==> config.mk <==
export PLATFORM = sky130hd
export DESIGN_NAME = button_press_classifier
export DESIGN_NICKNAME = d
export VERILOG_FILES = /design/src/rtl/button_press_classifier_pkg.sv /design/src/rtl/button_press_classifier.sv
export SDC_FILE = /design/constraint.sdc
export NUM_CORES = 1
export LEC_CHECK = 0
export CORE_AREA = 10 10 71 73
export CTS_CLUSTER_DIAMETER = 80
export CTS_CLUSTER_SIZE = 14
export DETAILED_ROUTE_END_ITERATION = 8
export DIE_AREA = 0 0 81 83
export PLACE_DENSITY = 0.76
export SYNTH_ARGS = -nofsm -noshare
export SYNTH_HDL_FRONTEND = slang
export SYNTH_SLANG_ARGS = --single-unit
==> constraint.sdc <==
create_clock -name clk -period 2.3 [get_ports clk]
set_input_delay 0.69 -clock clk [delete_from_list [all_inputs] [get_ports clk]]
set_output_delay 0.69 -clock clk [all_outputs]
set_load 0.005 [all_outputs]
==> src/rtl/button_press_classifier_pkg.sv <==
// Shared definitions for the button gesture classifier: state encoding and default timings.
package button_press_classifier_pkg;

  localparam int unsigned LongCyclesDefault = 100_000_000;
  localparam int unsigned GapCyclesDefault  = 25_000_000;
  localparam int unsigned CntWDefault       = 27;

  typedef enum logic [2:0] {
    StIdle   = 3'd0,
    StPress1 = 3'd1,
    StGap    = 3'd2,
    StPress2 = 3'd3,
    StHold   = 3'd4
  } state_e;

endpackage

==> src/rtl/button_press_classifier.sv <==
// Classifies a debounced button level into short, long and double press pulses.
module button_press_classifier
  import button_press_classifier_pkg::*;
#(
  parameter int unsigned LONG_CYCLES = LongCyclesDefault,
  parameter int unsigned GAP_CYCLES  = GapCyclesDefault,
  parameter int unsigned CNT_W       = CntWDefault
) (
  input  logic clk,
  input  logic reset,
  input  logic btn_db,
  output logic short_press,
  output logic long_press,
  output logic double_press,
  output logic busy
);

  localparam logic [CNT_W-1:0] LongLast = CNT_W'(LONG_CYCLES - 1);
  localparam logic [CNT_W-1:0] GapLast  = CNT_W'(GAP_CYCLES - 1);
  localparam logic [CNT_W-1:0] CntOne   = CNT_W'(1);

  state_e           state_q;
  logic [CNT_W-1:0] cnt_q;
  logic             btn_prev_q;

  // btn_prev resets high so a button held through reset must be released first.
  always_ff @(posedge clk or posedge reset) begin
    if (reset) begin
      state_q      <= StIdle;
      cnt_q        <= '0;
      btn_prev_q   <= 1'b1;
      short_press  <= 1'b0;
      long_press   <= 1'b0;
      double_press <= 1'b0;
      busy         <= 1'b0;
    end else begin
      btn_prev_q   <= btn_db;
      short_press  <= 1'b0;
      long_press   <= 1'b0;
      double_press <= 1'b0;
      case (state_q)
        StIdle: begin
          busy <= 1'b0;
          if (btn_db && !btn_prev_q) begin
            state_q <= StPress1;
            cnt_q   <= '0;
            busy    <= 1'b1;
          end
        end
        StPress1: begin
          busy <= 1'b1;
          if (!btn_db) begin
            state_q <= StGap;
            cnt_q   <= '0;
          end else if (cnt_q == LongLast) begin
            state_q    <= StHold;
            long_press <= 1'b1;
          end else begin
            cnt_q <= cnt_q + CntOne;
          end
        end
        StGap: begin
          busy <= 1'b1;
          if (btn_db) begin
            state_q <= StPress2;
            cnt_q   <= '0;
          end else if (cnt_q == GapLast) begin
            state_q     <= StIdle;
            short_press <= 1'b1;
            busy        <= 1'b0;
          end else begin
            cnt_q <= cnt_q + CntOne;
          end
        end
        StPress2: begin
          busy <= 1'b1;
          if (!btn_db) begin
            state_q      <= StIdle;
            double_press <= 1'b1;
            busy         <= 1'b0;
          end else if (cnt_q == LongLast) begin
            // A long second press overrides the pending double press.
            state_q    <= StHold;
            long_press <= 1'b1;
          end else begin
            cnt_q <= cnt_q + CntOne;
          end
        end
        StHold: begin
          busy <= 1'b1;
          if (!btn_db) begin
            state_q <= StIdle;
            busy    <= 1'b0;
          end
        end
        default: begin
          state_q <= StIdle;
          busy    <= 1'b0;
        end
      endcase
    end
  end

endmodule

==> results <==
- The flow ran to the end, and the final reports show no timing, DRC or antenna violations.
- Synthesis produced a netlist with a net count of 237.
- The DRC marker count from the first detailed-route iteration is 219.
- The number of sinks on the clock net is 35.
- The final sum of negative setup slack is 0 ps.
- The number of levels in the clock H-tree is 2.
- The global-route wire length before repair is 9560 um.
- The area occupied by registers is 877 um2.
- The initial antenna violation count was 0.
- Dividing total power by cell area gives a power density of 629 nW/um2.
- The post-route clock period utilization is 96.6%.
- After floorplanning, the core was divided into 22 placement rows.
- Of all nets on the critical path, the largest fanout is 16.
- In this run the remaining antenna-violating nets after routing total 0.
- The fraction of layout instances using a drive strength above 1 is 25.7%.
- The mean area per synthesized cell is 9.04 um2.
- STA classifies the critical path endpoint as a flip-flop.
- The proportion of synthesized flip-flops having asynchronous set or reset is 100%.
- The maximum operating frequency is 0.450 GHz.
- The area of the multi-input gates is 1180 um2.
- The kind of critical path is reg2reg.
- The relative max-transition margin is 69.6%.
- In this design, the largest share of critical-path delay is due to simple AND/OR/NAND/NOR gates.
- The routed length per instance is 17.5 um.
- The critical path goes through or4b_4 > nor4_4 > a31o_4 > nand2_2 > buf_12 > a21o_1 > a22o_1.
- The insertion delay of the later-clocked pin in the worst-skew pair is 290 ps.
- The area share of the largest cell type after synthesis is 40.4%.
- In this run, synthesis inferred 0 flip-flops with an integrated enable.
- The share of the Yosys chip area taken by registers is 41.6%.
- The count of pins on the block boundary is 7.
- In this run, synthesis produced a sequential element count of 35.
- At the end of the flow, the number of nets in the layout was 283.
- At the end of routability-driven placement, the weighted congestion stood at 0.952.
- The number of hold violations in the final report is 0.
- The number of maximum-capacitance constraint violations is 0.
- The final design instance area without fill is 2610 um2.
- The final-report max-slew violation count is 0.
- The path class of the tightest hold or removal check is reg2reg.
- The sort of element at the start of the critical path is a flip-flop.
- The number of cells on the worst reg-to-reg path is 7.
- The initial cell density of the core is 58.0%.
- The relative area change from synthesis to final layout is 24.0%.
- For this run, the share of the core covered by cells in the final layout is 71.9%.
- Summing all placed instances gives a cell area of 2490 um2.
- The final hold slack is 525 ps.
- Sorting the synthesized cells by area gives the leading types as sky130_fd_sc_hd__dfrtp_1 40%, sky130_fd_sc_hd__nand3_1 5.9%, sky130_fd_sc_hd__nand2_1 4.1%, sky130_fd_sc_hd__nor2_1 3.2%, sky130_fd_sc_hd__a31oi_1 3.0%.
- The remaining global-route overflow is 0.
- The worst endpoint data arrival time is 2410 ps.
- Setup repair after global routing left no endpoint under its margin.
- In this run the horizontal extent of the chip is 81 um.
- The maximum number of pins on one net before global-route repair is 36.
- The via count of the first global-routing pass came to 1953.
- The number of filler instances in the final layout is 299.
- For hold timing, the worst endpoint is cnt_q[24].
- Clock-pin slew was measured on the worst setup and hold paths at 70 ps.
- The root buffer cell is sky130_fd_sc_hd__clkbuf_8.
- The number of inserted diodes is 0.
- The static leakage is 1.11 nW.
- The die covers 6720 um2.
- The setup check on the worst reg-to-reg path leaves a slack of 80 ps.
- The startpoint of the worst register-to-register path is cnt_q[25].
- At the worst endpoint, the required time is 2490 ps.
- Across the VDD grid, the largest voltage drop is 0.000298 V.
- From bottom edge to top edge, the die measures 83 um.
- The number of buffers and inverters on the critical path is 1.
- The overall routed net length is 5730 um.
- The maximum root-to-sink buffer count is 2.
- The worst register-to-register path ends at cnt_q[14].
- Clock skew on the completed layout was measured at 7.30 ps.
- The cell area after technology mapping is 2110 um2.
- The number of distinct standard cells referenced by the synthesized netlist is 59.
- After detailed routing, the number of vias per cell comes to 6.31.
- TritonCTS built the clock tree.
- The first detailed-routing pass ran for 5 iterations.
- The worst hold path begins at cnt_q[24].
- Counting instances, the worst hold path has a depth of 1.
- The cell taking the most area after synthesis is sky130_fd_sc_hd__dfrtp_1.
- The number of buffer cells added on primary ports is 6.
- The area of the core is 3630 um2.
- The count of synthesis-stage warnings from yosys is 0.
- Detailed routing inserted a total of 2069 vias.
- The cts-stage hold buffer count is 0.
- After detailed routing, the number of remaining DRC violations is 0.
- The actual transition at the worst max-transition pin is 455 ps.
- Subtracting the final worst setup slack from the clock period gives 2220 ps.
- The post-DP HPWL is 4220 um.
- The most used flip-flop cell after synthesis is sky130_fd_sc_hd__dfrtp_1.
- The largest single stage delay on the critical path is 600 ps.
- Counting the buffers created by CTS gives 5.
- For this run, the total global-route usage over all layers was measured as 17.6%.
- The number of instances in the synthesized netlist is 233.
- Setup violations remaining at the end of the flow were counted as 0.
- The highest-delay cell along the critical path is sky130_fd_sc_hd__or4b_4.
[worst register-to-register path: stages, from the launching register on]
cell,delay [ps]
sky130_fd_sc_hd__dfrtp_1,400
sky130_fd_sc_hd__or4b_4,600
sky130_fd_sc_hd__nor4_4,250
sky130_fd_sc_hd__a31o_4,250
sky130_fd_sc_hd__nand2_2,80
sky130_fd_sc_hd__buf_12,160
sky130_fd_sc_hd__a21o_1,160
sky130_fd_sc_hd__a22o_1,220
[synth_stat cells, types with 2 or more instances]
| cell | count |
|---|---|
| sky130_fd_sc_hd__o31ai_1 | 3 |
| sky130_fd_sc_hd__buf_6 | 2 |
| sky130_fd_sc_hd__nor2_1 | 18 |
| sky130_fd_sc_hd__dfrtp_1 | 34 |
| sky130_fd_sc_hd__nand2b_1 | 5 |
| sky130_fd_sc_hd__nand4_1 | 4 |
| sky130_fd_sc_hd__o22a_1 | 2 |
| sky130_fd_sc_hd__nor3_1 | 9 |
| sky130_fd_sc_hd__and2_4 | 2 |
| sky130_fd_sc_hd__nand3_1 | 25 |
| sky130_fd_sc_hd__nand4bb_1 | 2 |
| sky130_fd_sc_hd__a31oi_1 | 10 |
| sky130_fd_sc_hd__a21oi_1 | 11 |
| sky130_fd_sc_hd__o21ai_0 | 11 |
| sky130_fd_sc_hd__a21o_1 | 2 |
| sky130_fd_sc_hd__o21a_2 | 2 |
| sky130_fd_sc_hd__nor2b_1 | 2 |
| sky130_fd_sc_hd__or3_1 | 7 |
| sky130_fd_sc_hd__or2_2 | 2 |
| sky130_fd_sc_hd__a22o_1 | 2 |
| sky130_fd_sc_hd__nor4_4 | 2 |
| sky130_fd_sc_hd__nand3b_1 | 2 |
| sky130_fd_sc_hd__a22oi_2 | 2 |
| sky130_fd_sc_hd__nor3b_1 | 2 |
| sky130_fd_sc_hd__nand2_1 | 23 |
| sky130_fd_sc_hd__clkbuf_1 | 3 |
| sky130_fd_sc_hd__inv_1 | 5 |
| sky130_fd_sc_hd__mux2i_1 | 2 |
| sky130_fd_sc_hd__o21ai_1 | 7 |
[power by group]
part / switching, mW / internal [mW]
registers: 0.0448 / 0.657
logic: 0.235 / 0.208
clock network: 0.224 / 0.273
total: 0.503 / 1.14
[logic make-up after synthesis]
family                     share of synthesized area, %
xor gates and xnor gates                          0.416
and+or+nand+nor                                    30.5
AOI/OAI and AO/OA                                  22.7
buffers and inverters                              3.27
muxes                                             0.950
adders and majority gates                         0.594
DFF                                                41.6
[worst max-delay path by stage]
stage | startpoint | endpoint | slack, ps | cells past startpoint
finish | cnt_q[25] | cnt_q[14] | 80 | 7
global placement | btn_db | cnt_q[26] | -130 | 6
global route | cnt_q[19] | cnt_q[3] | 6 | 7
CTS | cnt_q[1] | cnt_q[24] | 10 | 7
floorplan | cnt_q[0] | cnt_q[24] | 260 | 7
detailed placement | btn_db | cnt_q[9] | -190 | 6
[cell type report]
cell class / instances / area share [%]
Multi-Input combinational cell: 185 / 45.2
Sequential cell: 35 / 33.6
Timing Repair Buffer: 46 / 14.3
Clock buffer: 8 / 3.83
Tap cell: 48 / 2.30
Inverter: 6 / 0.862
[registers in the layout, summed over array words and instances, names as in the netlist]
register,cells
btn_prev_q,1
busy,1
cnt_q,27
double_press,1
long_press,1
short_press,1
state_q,3
[timing repair]
| action | CTS | global route |
|---|---|---|
| buffers inserted | 0 | 1 |
| gates resized for setup | 0 | 4 |
| endpoints found under the hold margin | 0 | 0 |
| setup endpoints to repair | 0 | 9 |
[metal layers]
layer	routed length, um	global-route usage, %	part of all wire [%]	vias to the layer above
li1	-	-	-	961
met1	2420	22.6	42	1018
met2	2820	27.6	49	74
met3	374	3.99	6.5	16
met4	119	6.89	2.1	0
met5	0	0	0	-
[metrics by stage]
stage | setup slack [ps] | power, mW | std cells
after floorplan | 257 | 0.968 | 233
after global placement | -128 | 1.14 | 319
after detailed placement | -188 | 1.15 | 319
after CTS | 10.1 | 1.64 | 327
after global routing | 5.97 | 1.72 | 328
final | 79.2 | 1.64 | 328
[placed cells by master, fill, tap and decap left out, drive strengths merged, types with 5 or more instances in the layout]
master / n
buf: 40
clkbuf: 8
or3: 7
nand3: 25
nand2b: 5
clkdlybuf4s50: 6
inv: 6
nand2: 24
a31oi: 11
dfrtp: 34
nor3: 9
a21oi: 11
nor2: 19
o21ai: 20
Note: power is estimated with default switching activity, not from simulation.
